`src/rtl/lcd_result_sequencer.sv`:
```
// rtl/lcd_result_sequencer.sv - sequences LCD power-up commands and "A op B=R1R2" line refreshes
// Single FSM drives the lcd handshake (iDATA/iRS/iStart/oDone) with registered outputs.
module lcd_result_sequencer #(
    parameter int DLY_CYCLES = 262142
) (
    input  logic       iCLK,
    input  logic       iRST_N,
    input  logic       iUpdate,
    input  logic [7:0] iA,
    input  logic [7:0] iB,
    input  logic [1:0] iOp,
    input  logic [7:0] iRes1,
    input  logic [7:0] iRes2,
    output logic [7:0] oDATA,
    output logic       oRS,
    output logic       oStart,
    input  logic       iDone,
    output logic       oBusy,
    output logic       oReady
);

    localparam int CW = (DLY_CYCLES > 1) ? $clog2(DLY_CYCLES) : 1;
    localparam logic [CW-1:0] DLY_LAST = CW'(DLY_CYCLES - 1);
    localparam logic [2:0] INIT_LAST = 3'd4;
    localparam logic [2:0] REF_LAST  = 3'd6;

    typedef enum logic [3:0] {
        INIT_SEND,
        INIT_WAIT_LO,
        INIT_WAIT_HI,
        INIT_DLY,
        IDLE,
        REF_SNAP,
        REF_SEND,
        REF_WAIT_LO,
        REF_WAIT_HI,
        REF_DLY
    } state_t;

    state_t          state;
    logic [2:0]      idx;
    logic [CW-1:0]   dly_cnt;
    logic            pending;
    logic [7:0]      snap_a;
    logic [7:0]      snap_b;
    logic [1:0]      snap_op;
    logic [7:0]      snap_r1;
    logic [7:0]      snap_r2;
    logic [7:0]      init_byte;
    logic [7:0]      ref_byte;
    logic            dly_done;

    function automatic logic [7:0] dig(input logic [7:0] v);
        return (v > 8'd9) ? 8'h3F : (8'h30 + v);
    endfunction

    function automatic logic [7:0] opc(input logic [1:0] op);
        case (op)
            2'd0:    return 8'h2B;
            2'd1:    return 8'h2D;
            2'd2:    return 8'h2A;
            default: return 8'h2F;
        endcase
    endfunction

    always_comb begin
        init_byte = 8'h80;
        case (idx)
            3'd0:    init_byte = 8'h38;
            3'd1:    init_byte = 8'h0C;
            3'd2:    init_byte = 8'h01;
            3'd3:    init_byte = 8'h06;
            default: init_byte = 8'h80;
        endcase
    end

    // Refresh bytes come only from the snapshot so mid-refresh input changes cannot tear the line.
    always_comb begin
        ref_byte = 8'h80;
        case (idx)
            3'd1:    ref_byte = dig(snap_a);
            3'd2:    ref_byte = opc(snap_op);
            3'd3:    ref_byte = dig(snap_b);
            3'd4:    ref_byte = 8'h3D;
            3'd5:    ref_byte = dig(snap_r1);
            3'd6:    ref_byte = dig(snap_r2);
            default: ref_byte = 8'h80;
        endcase
    end

    assign dly_done = (dly_cnt == DLY_LAST);

    always_ff @(posedge iCLK or negedge iRST_N) begin
        if (!iRST_N) begin
            state   <= INIT_SEND;
            idx     <= 3'd0;
            dly_cnt <= '0;
            pending <= 1'b0;
            snap_a  <= 8'd0;
            snap_b  <= 8'd0;
            snap_op <= 2'd0;
            snap_r1 <= 8'd0;
            snap_r2 <= 8'd0;
            oDATA   <= 8'd0;
            oRS     <= 1'b0;
            oStart  <= 1'b0;
            oBusy   <= 1'b1;
            oReady  <= 1'b0;
        end else begin
            // Any request arriving outside IDLE/SNAP collapses into a single queued refresh.
            if (iUpdate && state != IDLE && state != REF_SNAP) begin
                pending <= 1'b1;
            end

            case (state)
                INIT_SEND: begin
                    oDATA  <= init_byte;
                    oRS    <= 1'b0;
                    oStart <= 1'b1;
                    state  <= INIT_WAIT_LO;
                end
                INIT_WAIT_LO: begin
                    oStart <= 1'b0;
                    if (!iDone) begin
                        state <= INIT_WAIT_HI;
                    end
                end
                INIT_WAIT_HI: begin
                    if (iDone) begin
                        dly_cnt <= '0;
                        state   <= INIT_DLY;
                    end
                end
                INIT_DLY: begin
                    if (dly_done) begin
                        dly_cnt <= '0;
                        if (idx == INIT_LAST) begin
                            idx    <= 3'd0;
                            oReady <= 1'b1;
                            oBusy  <= 1'b0;
                            state  <= IDLE;
                        end else begin
                            idx   <= idx + 3'd1;
                            state <= INIT_SEND;
                        end
                    end else begin
                        dly_cnt <= dly_cnt + 1'b1;
                    end
                end
                IDLE: begin
                    if (pending || iUpdate) begin
                        state <= REF_SNAP;
                    end
                end
                REF_SNAP: begin
                    snap_a  <= iA;
                    snap_b  <= iB;
                    snap_op <= iOp;
                    snap_r1 <= iRes1;
                    snap_r2 <= iRes2;
                    pending <= 1'b0;
                    oBusy   <= 1'b1;
                    idx     <= 3'd0;
                    state   <= REF_SEND;
                end
                REF_SEND: begin
                    oDATA  <= ref_byte;
                    oRS    <= (idx != 3'd0);
                    oStart <= 1'b1;
                    state  <= REF_WAIT_LO;
                end
                REF_WAIT_LO: begin
                    oStart <= 1'b0;
                    if (!iDone) begin
                        state <= REF_WAIT_HI;
                    end
                end
                REF_WAIT_HI: begin
                    if (iDone) begin
                        dly_cnt <= '0;
                        state   <= REF_DLY;
                    end
                end
                REF_DLY: begin
                    if (dly_done) begin
                        dly_cnt <= '0;
                        if (idx == REF_LAST) begin
                            idx   <= 3'd0;
                            oBusy <= 1'b0;
                            state <= IDLE;
                        end else begin
                            idx   <= idx + 3'd1;
                            state <= REF_SEND;
                        end
                    end else begin
                        dly_cnt <= dly_cnt + 1'b1;
                    end
                end
                default: begin
                    state <= INIT_SEND;
                end
            endcase
        end
    end

endmodule

```
`config.mk`:
```
export PLATFORM = sky130hd
export DESIGN_NAME = lcd_result_sequencer
export DESIGN_NICKNAME = d
export VERILOG_FILES = /design/src/rtl/lcd_result_sequencer.sv
export SDC_FILE = /design/constraint.sdc
export NUM_CORES = 1
export LEC_CHECK = 0
export CAP_MARGIN = 20
export CELL_PAD_IN_SITES_DETAIL_PLACEMENT = 0
export CELL_PAD_IN_SITES_GLOBAL_PLACEMENT = 2
export CORE_MARGIN = 2
export CORE_UTILIZATION = 38
export DETAILED_ROUTE_END_ITERATION = 8
export PLACE_DENSITY_LB_ADDON = 0.1
export SYNTH_ARGS = -nofsm -noshare
export SYNTH_HDL_FRONTEND = slang
export SYNTH_SLANG_ARGS = --single-unit
```
`constraint.sdc`:
```
create_clock -name iCLK -period 4.22 [get_ports iCLK]
set_clock_uncertainty 0.15 [all_clocks]
set_input_delay 0.844 -clock iCLK [delete_from_list [all_inputs] [get_ports iCLK]]
set_output_delay 0.844 -clock iCLK [all_outputs]
set_load 0.01 [all_outputs]
```
=== After elaboration in Yosys (flattened, before gate mapping) ===
Index checks and enable logic that the tools add are counted.

* Output and inout bits: 12
* Bits in registers: 72
* Bits of input ports: 38
* Word-level logic and storage cells: 110

* Reductions and logical operators: 21
* Order comparisons: 4
* Multiplexer cells: 35
* Eq/ne operators: 30
* Add/subtract/negate cells: 6

{| class="wikitable"
|+ Operator list
! kind !! count
|-
| case mux 8 bit (6 select lines) || 1
|-
| case mux 4 bit (10 select lines) || 1
|-
| two-way mux 18 bit || 2
|-
| case mux 18 bit (2 select lines) || 1
|-
| adder 6 x 8 -> 8 bit (first input constant) || 4
|-
| greater-than comparator 8 x 4 -> 1 bit (second input constant) || 4
|-
| two-way mux 8 bit || 4
|-
| case mux 8 bit (4 select lines) || 1
|-
| two-way mux 4 bit || 7
|-
| adder 18 x 1 -> 18 bit (second input constant) || 1
|-
| == test 18 bit (second input constant) || 1
|-
| != test 2 bit (second input constant) || 9
|-
| case mux 3 bit (3 select lines) || 2
|-
| == test 4 x 3 -> 1 bit (second input constant) || 4
|-
| case mux 8 bit (2 select lines) || 1
|-
| two-way mux 3 bit || 5
|-
| == test 3 bit (second input constant) || 3
|-
| == test 4 x 2 -> 1 bit (second input constant) || 2
|-
| == test 4 bit (second input constant) || 2
|-
| != test 4 x 3 -> 1 bit (second input constant) || 2
|-
| nonzero test 2 bit || 4
|-
| OR reduction 2 bit || 4
|-
| AND reduction 7 bit || 1
|-
| == test 3 x 2 -> 1 bit (second input constant) || 2
|-
| 19 further kinds || 28
|}

=== Longest topological paths before layout ===
Gate-level depths: netlist of the first run.

* Word-level depth: 5
* Depth in mapped cells: 8
* Gate-level depth less buffers: 7

=== Worst setup path after synthesis of the first run ===
Ideal clock, no wire load.

* Path kind: input port to flip-flop
* From: in iDone
* To: reg state[2]
* Path slack: 2.017 ns
* Buffers on the path: 0
* Setup time: 0.128 ns
* Data required time: 3.942 ns
* Data arrival time: 1.926 ns
* Cell stages on the path: 4
* Path through: or3_1 > a311oi_1 > a311oi_2 > mux2_1

* Longest elaborated chain between the ends: 2
* Elaborated cells on any way between the ends: 5
* Classes of those cells: 4 x eq/ne; 1 x reduce/logical

{| class="wikitable"
|+ Ends and longest elaborated chain
! element !! RTL line !! source
|-
| from (decl) || 17 || <nowiki>input logic iDone,</nowiki>
|-
| != test 2 bit (no source line) || n/a ||
|-
| AND reduction 7 bit (no source line) (*) || n/a ||
|-
| to (signal assigned) || 95 || <nowiki>state <= INIT_SEND;</nowiki>
|-
| to (signal assigned) || 120 || <nowiki>state <= INIT_WAIT_LO;</nowiki>
|-
| to (signal assigned) || 125 || <nowiki>state <= INIT_WAIT_HI;</nowiki>
|-
| to (decl) || 40 || <nowiki>state_t state;</nowiki>
|}

Every way passes the cells marked *; elsewhere a longest branch is shown, timed or not.
A chain may end at the register's enable or synchronous reset.

=== Worst setup path in the final report of the first run ===
* From: reg state[1]
* To: reg state[2]

* Longest elaborated chain between the ends: 3
* Elaborated cells on any way between the ends: 19
* Classes of those cells: 16 x eq/ne; 1 x mux; 2 x reduce/logical

{| class="wikitable"
|+ Ends and longest elaborated chain
! element !! RTL line !! source
|-
| == test 4 x 3 -> 1 bit (tied with other cells) || 115 || <nowiki>case (state)</nowiki>
|-
| != test 2 bit (no source line) || n/a ||
|-
| AND reduction 7 bit (no source line) || n/a ||
|}

Parallel ways exist; a longest one is shown, timed or not.

==> metrics.yaml, run 1 <==
die:
  dieArea_um2: 11200
  io_pins: 50
  core_region_area_um2: 10200
  die_w_um: 106
  fp.dieH_um: 106
  start_util_pct: 38.5
  rows: 37
clock_tree:
  root_buffer: "clkbuf_8"
  cts_sinks: 72
  cts_resized: 0
  cts_htree_levels: 3
  clkLatencyLatePin_ns: 0.36
  cts_tree: "yes"
  cts.clk_slew.worst_paths_ns: 0.09
  numCtsBuffers: 9
  cts_hold_buf: 0
  clock_path_buffers: 2
  post_cts_buffers: 0
layout:
  fillerInstances: 1025
  diodes: 0
  layout_common_cells: "dfrtp_1 (71), clkdlybuf4s50_1 (48), nand2_1 (43)"
  final_common_cell: "dfrtp_1"
  syn_to_final_growth_pct: 21.1
  final_cell_area_um2: 4750
  fin_cells: 593
  post-route-util_pct: 46.6
  finalNetCount: 501
  drive_gt1_share_pct: 13.1
routing:
  drt_iter0_drc: 140
  routed_wl_um: 9430
  drc: 0
  firstDrtPassIters: 4
  avgRoutedWirePerCell_um: 15.9
  dr_total_vias: 3173
  ant_nets: 0
  routed_via_density: 5.35
global_route:
  track_usage_pct: 17.8
  grt_pass1_wl_um: 15800
  grt_pass1_vias: 3029
  grt_max_degree: 40
  gr-total-overflow: 0
  antenna_found_initial: 0
pwr:
  p_per_area_nw_per_um2: 434
  combPwrFrac_pct: 25.7
  p_clk_share_pct: 30.3
  switching_share_pct: 34.4
  seqPwrFrac_pct: 44.1
  power.leakage_nw: 2.05
  p_int_mw: 1.35
  net-switching-power_mw: 0.709
  ir_worst_vdd_uv: 194
place:
  gp_congestion: 0.744
  port_buffers: 49
  place_area_um2: 4530
  dp_hpwl_um: 6590
  dp_cells: 577
sta:
  rsz0062_at_grt: "false"
  hold_viol: 0
  slew_violations: 0
  period_share_pct: 62.0
  worstMarginPinSlew_ns: 0.832
  post-route-min-period_ns: 2.62
  maxSlewHeadroom_pct: 44.6
  max_freq_ghz: 0.382
  finalSetupTns_ns: 0
  setup_viol_count_final: 0
worst_setup_path:
  reg2reg_from: "state[1]"
  cp-start-kind: "register"
  arrival_ns: 2.71
  cp_max_fo: 28
  cp-end-kind: "register"
  rr_worst_depth: 5
  critPathRequiredTime_ns: 4.31
  regToRegEndpoint: "state[2]"
  path_class: "register to register"
  r2r_slack_ns: 1.60
yosys:
  yosysSeqAreaShare_pct: 46.0
  synth_seq_cells: 72
  syn-num-nets: 456
  synth_edf_count: 0
  synth.distinct_cells: 59
  async_reset_ff_share_pct: 100
  ys.flop_type: "dfrtp_1"
  synthCells: 407
  synth_warnings: 0
  syn_area_per_cell_um2: 9.64
  netlist_area_um2: 3920
flow_run:
  cap_violations: 0
run_status:
  outcome: "finished clean"
min_path:
  hp-class: "input pin to async pin"
worst max-delay path, cell delays in order (launching register included):
cell and delay [ns]:
dfrtp_1 0.75, nor3b_2 0.37, o21ai_1 0.17, a21oi_4 0.62
a311oi_2 0.10, mux2_1 0.33
area by class of cell:
type,instances,area (um2),share of cell area [%]
clock inverters,7,96.3,2.03
well taps,136,170,3.58
clock buffers,9,124,2.61
repair buffers,54,523,11.0
flip-flops and latches,72,1800,38.0
inverters,21,78.8,1.66
multi-input cells,294,1950,41.1
sequential cells by signal, indices dropped and copies added, names as in the netlist:
signal / cells
idx: 3
snap_a: 8
state: 4
oRS: 1
dly_cnt: 18
oReady: 1
snap_r2: 8
snap_op: 2
oBusy: 1
snap_r1: 8
snap_b: 8
oDATA: 8
pending: 1
oStart: 1
per-stage QoR:
step	hold slack, ns	setup slack (ns)	total power [mW]
detailed placement	0.322	1.36	1.46
global placement	0.314	1.41	1.45
global route	0.132	1.45	2.20
CTS	0.123	1.59	2.09
finish	0.130	1.60	2.06
floorplan	0.301	2.02	1.25
per-layer routing:
layer	wire length [um]	GRT usage (%)	part of all wire [%]
met1	5030	27.4	53
met2	3990	25.4	42
met4	148	6.48	1.6
met5	0	0	0
met3	267	2.35	2.8
power by group through the flow:
| stage | combinational, mW | sequential (mW) | clock (mW) |
|---|---|---|---|
| detailed placement | 0.535 | 0.921 | 0 |
| finish | 0.530 | 0.909 | 0.624 |
| global route | 0.599 | 0.933 | 0.668 |
| floorplan | 0.376 | 0.874 | 0 |
| global placement | 0.528 | 0.920 | 0 |
| CTS | 0.539 | 0.909 | 0.641 |
Yosys cell counts (all sizes together) (2+ instances only):
| library cell | number | area [um2] |
|---|---|---|
| nand2 | 43 | 161 |
| a211o | 2 | 17.5 |
| a22oi | 2 | 15.0 |
| nor3 | 6 | 30.0 |
| o22ai | 5 | 31.3 |
| a41oi | 2 | 17.5 |
| o31ai | 3 | 22.5 |
| a21oi | 27 | 146 |
| nand3 | 19 | 100 |
| nor2b | 6 | 37.5 |
| clkbuf | 7 | 26.3 |
| nor2 | 23 | 86.3 |
| a211oi | 2 | 15.0 |
| nand2b | 10 | 62.6 |
| or3 | 4 | 25.0 |
| o21ai | 34 | 170 |
| a21o | 4 | 31.3 |
| a31oi | 12 | 75.1 |
| ha | 11 | 138 |
| and2 | 2 | 12.5 |
| nand4 | 4 | 25.0 |
| buf | 13 | 61.3 |
| dfrtp | 71 | 1780 |
| mux2i | 3 | 30.0 |
| a221oi | 2 | 17.5 |
| a221o | 4 | 40.0 |
| mux2 | 28 | 315 |
| nor3b | 8 | 70.1 |
| inv | 21 | 78.8 |
| o21bai | 3 | 33.8 |
| o311ai | 2 | 17.5 |
| nor4 | 3 | 33.8 |
| a311oi | 3 | 32.5 |
| a22o | 3 | 26.3 |
worst max path at each step:
stage | from | endpoint | slack, ns
floorplan | iDone | state[2] | 2.02
global placement | iDone | state[2] | 1.41
detailed placement | iDone | state[2] | 1.36
CTS | state[1] | state[2] | 1.59
global route | state[1] | state[2] | 1.45
finish | state[1] | state[2] | 1.60
logic make-up after synthesis:
kind of cell,Yosys count,share of synthesized area [%]
flip-flops,72,46.0
AO/OA/AOI/OAI,116,19.4
multiplexers,31,8.80
XOR/XNOR,1,0.223
adder cells (fa/ha/maj),11,3.51
AND/OR/NAND/NOR,135,17.8
buffers and inverters,41,4.24
Power figures use the tool's default switching activity.
==> inputs of run 2 (changes only) <==
--- a/config.mk
+++ b/config.mk
@@ -9,7 +9,7 @@
 export CELL_PAD_IN_SITES_DETAIL_PLACEMENT = 0
 export CELL_PAD_IN_SITES_GLOBAL_PLACEMENT = 2
 export CORE_MARGIN = 2
-export CORE_UTILIZATION = 38
+export CORE_UTILIZATION = 35
 export DETAILED_ROUTE_END_ITERATION = 8
 export PLACE_DENSITY_LB_ADDON = 0.1
 export SYNTH_ARGS = -nofsm -noshare
==> constraint.sdc (replaced) <==
create_clock -name iCLK -period 2.7 [get_ports iCLK]
set_clock_uncertainty 0.15 [all_clocks]
set_input_delay 0.54 -clock iCLK [delete_from_list [all_inputs] [get_ports iCLK]]
set_output_delay 0.54 -clock iCLK [all_outputs]
set_load 0.01 [all_outputs]
==> metrics.yaml, run 2 (synthesized netlist as in run 1, its figures left out) <==
pwr:
  power.leakage_nw: 2.12  # was 2.05 nW
  ir_worst_vdd_uv: 364  # was 194 uV
  p_per_area_nw_per_um2: 669  # was 434 nW/um2
layout:
  syn_to_final_growth_pct: 23.9  # was 21.1%
  largest_reg_flops: 18  # unchanged
  finalNetCount: 512  # was 501
  drive_gt1_share_pct: 15.0  # was 13.1%
  fin_cells: 608  # was 593
  final_common_cell: "dfrtp_1"  # unchanged
  layout_common_cells: "dfrtp_1 (71), clkdlybuf4s50_1 (48), nand2_1 (43)"  # unchanged
  top_register: "dly_cnt"  # unchanged
  diodes: 0  # unchanged
  fillerInstances: 1071  # was 1025
worst_setup_path:
  worstSetupPathDepth: 5  # unchanged
  rr_worst_depth: 5  # unchanged
  worstPathCellList: "nor4bb_1 -> nand2_1 -> a221o_1 -> a211oi_1 -> o21ai_0"  # was nor3b_2 -> o21ai_1 -> a21oi_4 -> a311oi_2 -> mux2_1
  cp_num_buf_inv: 0  # unchanged
  cp_slowest_stage_delay_ns: 0.57  # was 0.75 ns
  arrival_ns: 2.32  # was 2.71 ns
  cp_slowest_cell: "dfrtp_1"  # unchanged
  cp_max_fo: 11  # was 28
  cp-start-kind: "register"  # unchanged
  cp-end-kind: "register"  # unchanged
  cp_top_family: "simple AND/OR/NAND/NOR gates"  # was compound AO/OA/AOI/OAI gates
  path_class: "register to register"  # unchanged
  critPathRequiredTime_ns: 2.78  # was 4.31 ns
die:
  rows: 38  # was 37
  die_w_um: 110  # was 106 um
  dieArea_um2: 12100  # was 11200 um2
  io_pins: 50  # unchanged
  start_util_pct: 36.0  # was 38.5%
  core_region_area_um2: 10900  # was 10200 um2
  fp.dieH_um: 110  # was 106 um
clock_tree:
  clock_path_buffers: 2  # unchanged
  cts_resized: 0  # unchanged
  post_cts_buffers: 0  # unchanged
  cts_htree_levels: 3  # unchanged
  cts_hold_buf: 0  # unchanged
  clkLatencyLatePin_ns: 0.36  # about the same
  numCtsBuffers: 9  # unchanged
  cts_tree: "yes"  # unchanged
  root_buffer: "clkbuf_8"  # unchanged
  cts_sinks: 72  # unchanged
  cts.clk_slew.worst_paths_ns: 0.08  # was 0.09 ns
routing:
  ant_nets: 0  # unchanged
  routed_wl_um: 9550  # was 9430 um
  drt_iter0_drc: 202  # was 140
  avgRoutedWirePerCell_um: 15.7  # was 15.9 um
  drc: 0  # unchanged
  firstDrtPassIters: 4  # unchanged
  dr_total_vias: 3202  # was 3173
  routed_via_density: 5.27  # was 5.35
global_route:
  grt_pass1_vias: 3132  # was 3029
  grt_pass1_wl_um: 15900  # was 15800 um
  busiest_layer: "met2"  # was met1
  use_met1_pct: 23.3  # was 27.4%
  track_usage_pct: 17.4  # was 17.8%
  antenna_found_initial: 0  # unchanged
  grt_max_degree: 73  # was 40
  grt_use_met3_pct: 6.52  # was 2.35%
  gr-total-overflow: 0  # unchanged
  grt_use_met2_pct: 26.3  # was 25.4%
place:
  dp_cells: 592  # was 577
  gp_congestion: 0.793  # was 0.744
  port_buffers: 49  # unchanged
  dp_hpwl_um: 6800  # was 6590 um
sta:
  setup_viol_count_final: 0  # unchanged
  worstMarginPinSlew_ns: 0.523  # was 0.832 ns
  max_freq_ghz: 0.447  # was 0.382 GHz
  finalSetupTns_ns: 0  # unchanged
  maxSlewHeadroom_pct: 64.9  # was 44.6%
  hold_viol: 0  # unchanged
  period_share_pct: 82.9  # was 62.0%
  rsz0062_at_grt: "false"  # unchanged
  post-route-min-period_ns: 2.24  # was 2.62 ns
  slew_violations: 0  # unchanged
min_path:
  hp-class: "input pin to async pin"  # unchanged
run_status:
  outcome: "finished clean"  # unchanged
flow_run:
  cap_violations: 0  # unchanged
run 2: through the flow:
step | hold slack, ns | total power, mW | worst slack (ns) | utilization (%) | area [um2]
finish | 0.0574 | 3.25 | 0.463 | 44.6 | 4860
global route | 0.0707 | 3.49 | 0.167 | 44.6 | 4860
CTS | 0.0549 | 3.31 | 0.455 | 44.6 | 4860
detailed placement | 0.321 | 2.36 | 0.153 | 42.6 | 4640
global placement | 0.312 | 2.34 | 0.208 | 42.6 | 4640
floorplan | 0.0944 | 1.95 | 0.698 | - | 3920
run 2: cell type report:
class / count / area, um2 / area share (%)
Inverter: 21 / 78.8 / 1.62
Clock inverter: 2 / 35.0 / 0.721
Tap cell: 140 / 175 / 3.60
Clock buffer: 14 / 183 / 3.76
Sequential cell: 72 / 1800 / 37.1
Timing Repair Buffer: 65 / 631 / 13.0
Multi-Input combinational cell: 294 / 1950 / 40.2
run 2: layer usage:
layer / vias up / wire (um)
li1: 1594 / -
met1: 1544 / 4720
met2: 55 / 4290
met3: 9 / 436
met4: 0 / 102
met5: - / 0
run 2: path summary, 6_finish.rpt:
check                                 start          end  slack (ns)
min in group iCLK               dly_cnt[17]  dly_cnt[17]        0.33
worst min register to register  dly_cnt[17]  dly_cnt[17]        0.33
worst max-delay path               state[2]     oDATA[2]        0.46
worst max register to register     state[2]     oDATA[2]        0.46
worst min-delay path                 iRST_N     state[2]        0.06
max in group asynchronous            iRST_N        oBusy        2.02
run 2: power by group:
group / switching, mW / internal (mW)
combinational: 0.513 / 0.432
sequential: 0.163 / 1.22
clock: 0.402 / 0.527
==> inputs of run 3 (changes only) <==
--- a/config.mk
+++ b/config.mk
@@ -9,7 +9,7 @@
 export CELL_PAD_IN_SITES_DETAIL_PLACEMENT = 0
 export CELL_PAD_IN_SITES_GLOBAL_PLACEMENT = 2
 export CORE_MARGIN = 2
-export CORE_UTILIZATION = 35
+export CORE_UTILIZATION = 32
 export DETAILED_ROUTE_END_ITERATION = 8
 export PLACE_DENSITY_LB_ADDON = 0.1
 export SYNTH_ARGS = -nofsm -noshare
==> constraint.sdc (replaced) <==
create_clock -name iCLK -period 1.8 [get_ports iCLK]
set_clock_uncertainty 0.15 [all_clocks]
set_input_delay 0.36 -clock iCLK [delete_from_list [all_inputs] [get_ports iCLK]]
set_output_delay 0.36 -clock iCLK [all_outputs]
set_load 0.01 [all_outputs]
==> metrics.yaml, run 3 (synthesized netlist as in run 1, its figures left out) <==
min_path:
  hp-class: "register to register"  # was input pin to async pin
  hold_start: "oDATA[6]"
  min_delay_path_depth: 1
  whs_endpoint: "oDATA[6]"
die:
  io_pins: 50  # unchanged
  start_util_pct: 32.7  # was 36.0%
  rows: 40  # was 38
  fp.dieH_um: 115  # was 110 um
  die_w_um: 115  # was 110 um
  dieArea_um2: 13200  # was 12100 um2
  core_region_area_um2: 12000  # was 10900 um2
pwr:
  p_per_area_nw_per_um2: 994  # was 669 nW/um2
  power.leakage_nw: 3.00  # was 2.12 nW
  ir_worst_vdd_uv: 627  # was 364 uV
worst_setup_path:
  r2r_slack_ns: -0.17  # was 0.46 ns
  reg2reg_from: "state[1]"  # was state[2]
  arrival_ns: 2.04  # was 2.32 ns
  rr_worst_depth: 7  # was 5
  cp-start-kind: "register"  # unchanged
  cp-end-kind: "register"  # unchanged
  regToRegEndpoint: "state[2]"  # was oDATA[2]
  cp_max_fo: 6  # was 11
  path_class: "register to register"  # unchanged
  critPathRequiredTime_ns: 1.87  # was 2.78 ns
global_route:
  grt_max_degree: 73  # unchanged
  antenna_found_initial: 0  # unchanged
  grt_pass1_vias: 3789  # was 3132
  gr-total-overflow: 0  # unchanged
  grt_pass1_wl_um: 19100  # was 15900 um
  track_usage_pct: 18.8  # was 17.4%
routing:
  dr_total_vias: 3827  # was 3202
  drc: 0  # unchanged
  ant_nets: 0  # unchanged
  wl_met2_um: 5880  # was 4290 um
  routed_via_density: 5.10  # was 5.27
  top_layer_used: "met4"  # unchanged
  wl_met3_um: 348  # was 436 um
  drt_iter0_drc: 165  # was 202
  avgRoutedWirePerCell_um: 16.7  # was 15.7 um
  routed_wl_um: 12600  # was 9550 um
  firstDrtPassIters: 4  # unchanged
  wl_met1_um: 6100  # was 4720 um
sta:
  slew_violations: 0  # unchanged
  worstMarginPinSlew_ns: 0.413  # was 0.523 ns
  timing.final.ws_setup_ns: -0.170  # was 0.463 ns
  setup_viol_count_final: 45  # was 0
  rsz0062_at_grt: "true"  # was false
  max_freq_ghz: 0.507  # was 0.447 GHz
  maxSlewHeadroom_pct: 72.5  # was 64.9%
  post-route-min-period_ns: 1.97  # was 2.24 ns
  hold_viol: 0  # unchanged
  period_share_pct: 109  # was 82.9%
clock_tree:
  root_buffer: "clkbuf_16"  # was clkbuf_8
  clock_path_buffers: 2  # unchanged
  cts_htree_levels: 3  # unchanged
  cts.clk_slew.worst_paths_ns: 0.06  # was 0.08 ns
  numCtsBuffers: 9  # unchanged
  clkLatencyLatePin_ns: 0.35  # was 0.36 ns
  cts_tree: "yes"  # unchanged
  cts_sinks: 72  # unchanged
layout:
  top_register: "dly_cnt"  # unchanged
  post-route-util_pct: 57.0  # was 44.6%
  syn_to_final_growth_pct: 74.6  # was 23.9%
  drive_gt1_share_pct: 47.7  # was 15.0%
  final_common_cell: "buf_4"  # was dfrtp_1
  finalNetCount: 648  # was 512
  diodes: 0  # unchanged
  largest_reg_flops: 18  # unchanged
  layout_common_cells: "buf_4 (118), dfrtp_1 (67), clkdlybuf4s50_1 (47)"  # was dfrtp_1 (71), clkdlybuf4s50_1 (48), nand2_1 (43)
place:
  gp_congestion: 0.897  # was 0.793
  port_buffers: 49  # unchanged
  dp_hpwl_um: 8100  # was 6800 um
  dp_slack_ns: -0.469  # was 0.153 ns
flow_run:
  cap_violations: 0  # unchanged
run_status:
  violations: "setup timing"
  outcome: "complete, but fails checks"  # was finished clean
## run 3: cell types whose count changed in the layout (fill, tap and decap cells not counted), moves of 8 or more
cell / previous run / this run
buf_6: 0 / 18
a21oi_2: 0 / 13
a21oi_1: 26 / 13
o21ai_0: 33 / 22
clkbuf_16: 0 / 14
mux2_2: 27 / 0
buf_4: 14 / 118
clkbuf_8: 13 / 1
mux2_4: 0 / 27
o21ai_1: 1 / 9
## run 3: routing by layer
layer | GRT usage (%) | vias up
met3 | 3.02 | 17
met2 | 28.9 | 64
met1 | 26.2 | 1876
met4 | 8.67 | 0
met5 | 0 | -
li1 | - | 1870
## run 3: worst max-delay path by stage
stage               start  endpoint  slack (ns)  cells past startpoint
6_report         state[1]  state[2]       -0.17                      7
5_1_grt         snap_a[4]  oDATA[5]       -0.24                      7
4_1_cts        dly_cnt[7]  state[2]       -0.13                      7
3_5_place_dp        iDone  state[2]       -0.47                      6
3_3_place_gp        iDone  state[2]       -0.44                      6
2_1_floorplan  dly_cnt[5]  state[2]       -0.12                      5
## run 3: what timing repair did
action | in CTS | in global routing
pin swaps | 30 | 31
hold endpoints to repair | 71 | 0
cloned | 2 | 5
hold buffers | 1 | 0
gates resized for setup | 63 | 101
buffers inserted | 12 | 20
setup endpoints to repair | 56 | 58
## run 3: area by class of cell
cell class	count	area, um2
multi-input cells	294	2580
flip-flops and latches	72	1810
well taps	147	184
clock buffers	12	246
inverters	21	78.8
fillers	1077	5160
clock inverters	4	30.0
repair buffers	201	1920
## run 3: where the power goes
group	internal, mW	switching [mW]
clock network	0.974	0.729
registers	1.83	0.167
logic	1.70	1.41
## run 3: stage by stage
stage / setup TNS [ns] / power [mW] / area (um2) / cells / hold WS (ns)
4_1_cts: -0.765 / 6.06 / 6130 / 726 / 0.337
3_5_place_dp: -4.23 / 4.02 / 5460 / 697 / 0.277
6_report: -2.00 / 6.81 / 6850 / 751 / 0.339
3_3_place_gp: -3.56 / 3.98 / 5460 / 697 / 0.278
2_1_floorplan: -0.482 / 2.94 / 3970 / 407 / -0.0856
5_1_grt: -5.27 / 7.13 / 6850 / 751 / 0.369
## run 3: critical path, stage by stage (launching register included)
cell and delay (ns):
dfrtp_2 0.44, buf_12 0.15, nor3b_4 0.15, o21ai_2 0.24, a21oi_4 0.07, buf_6 0.13
a311oi_2 0.19, mux2_1 0.34
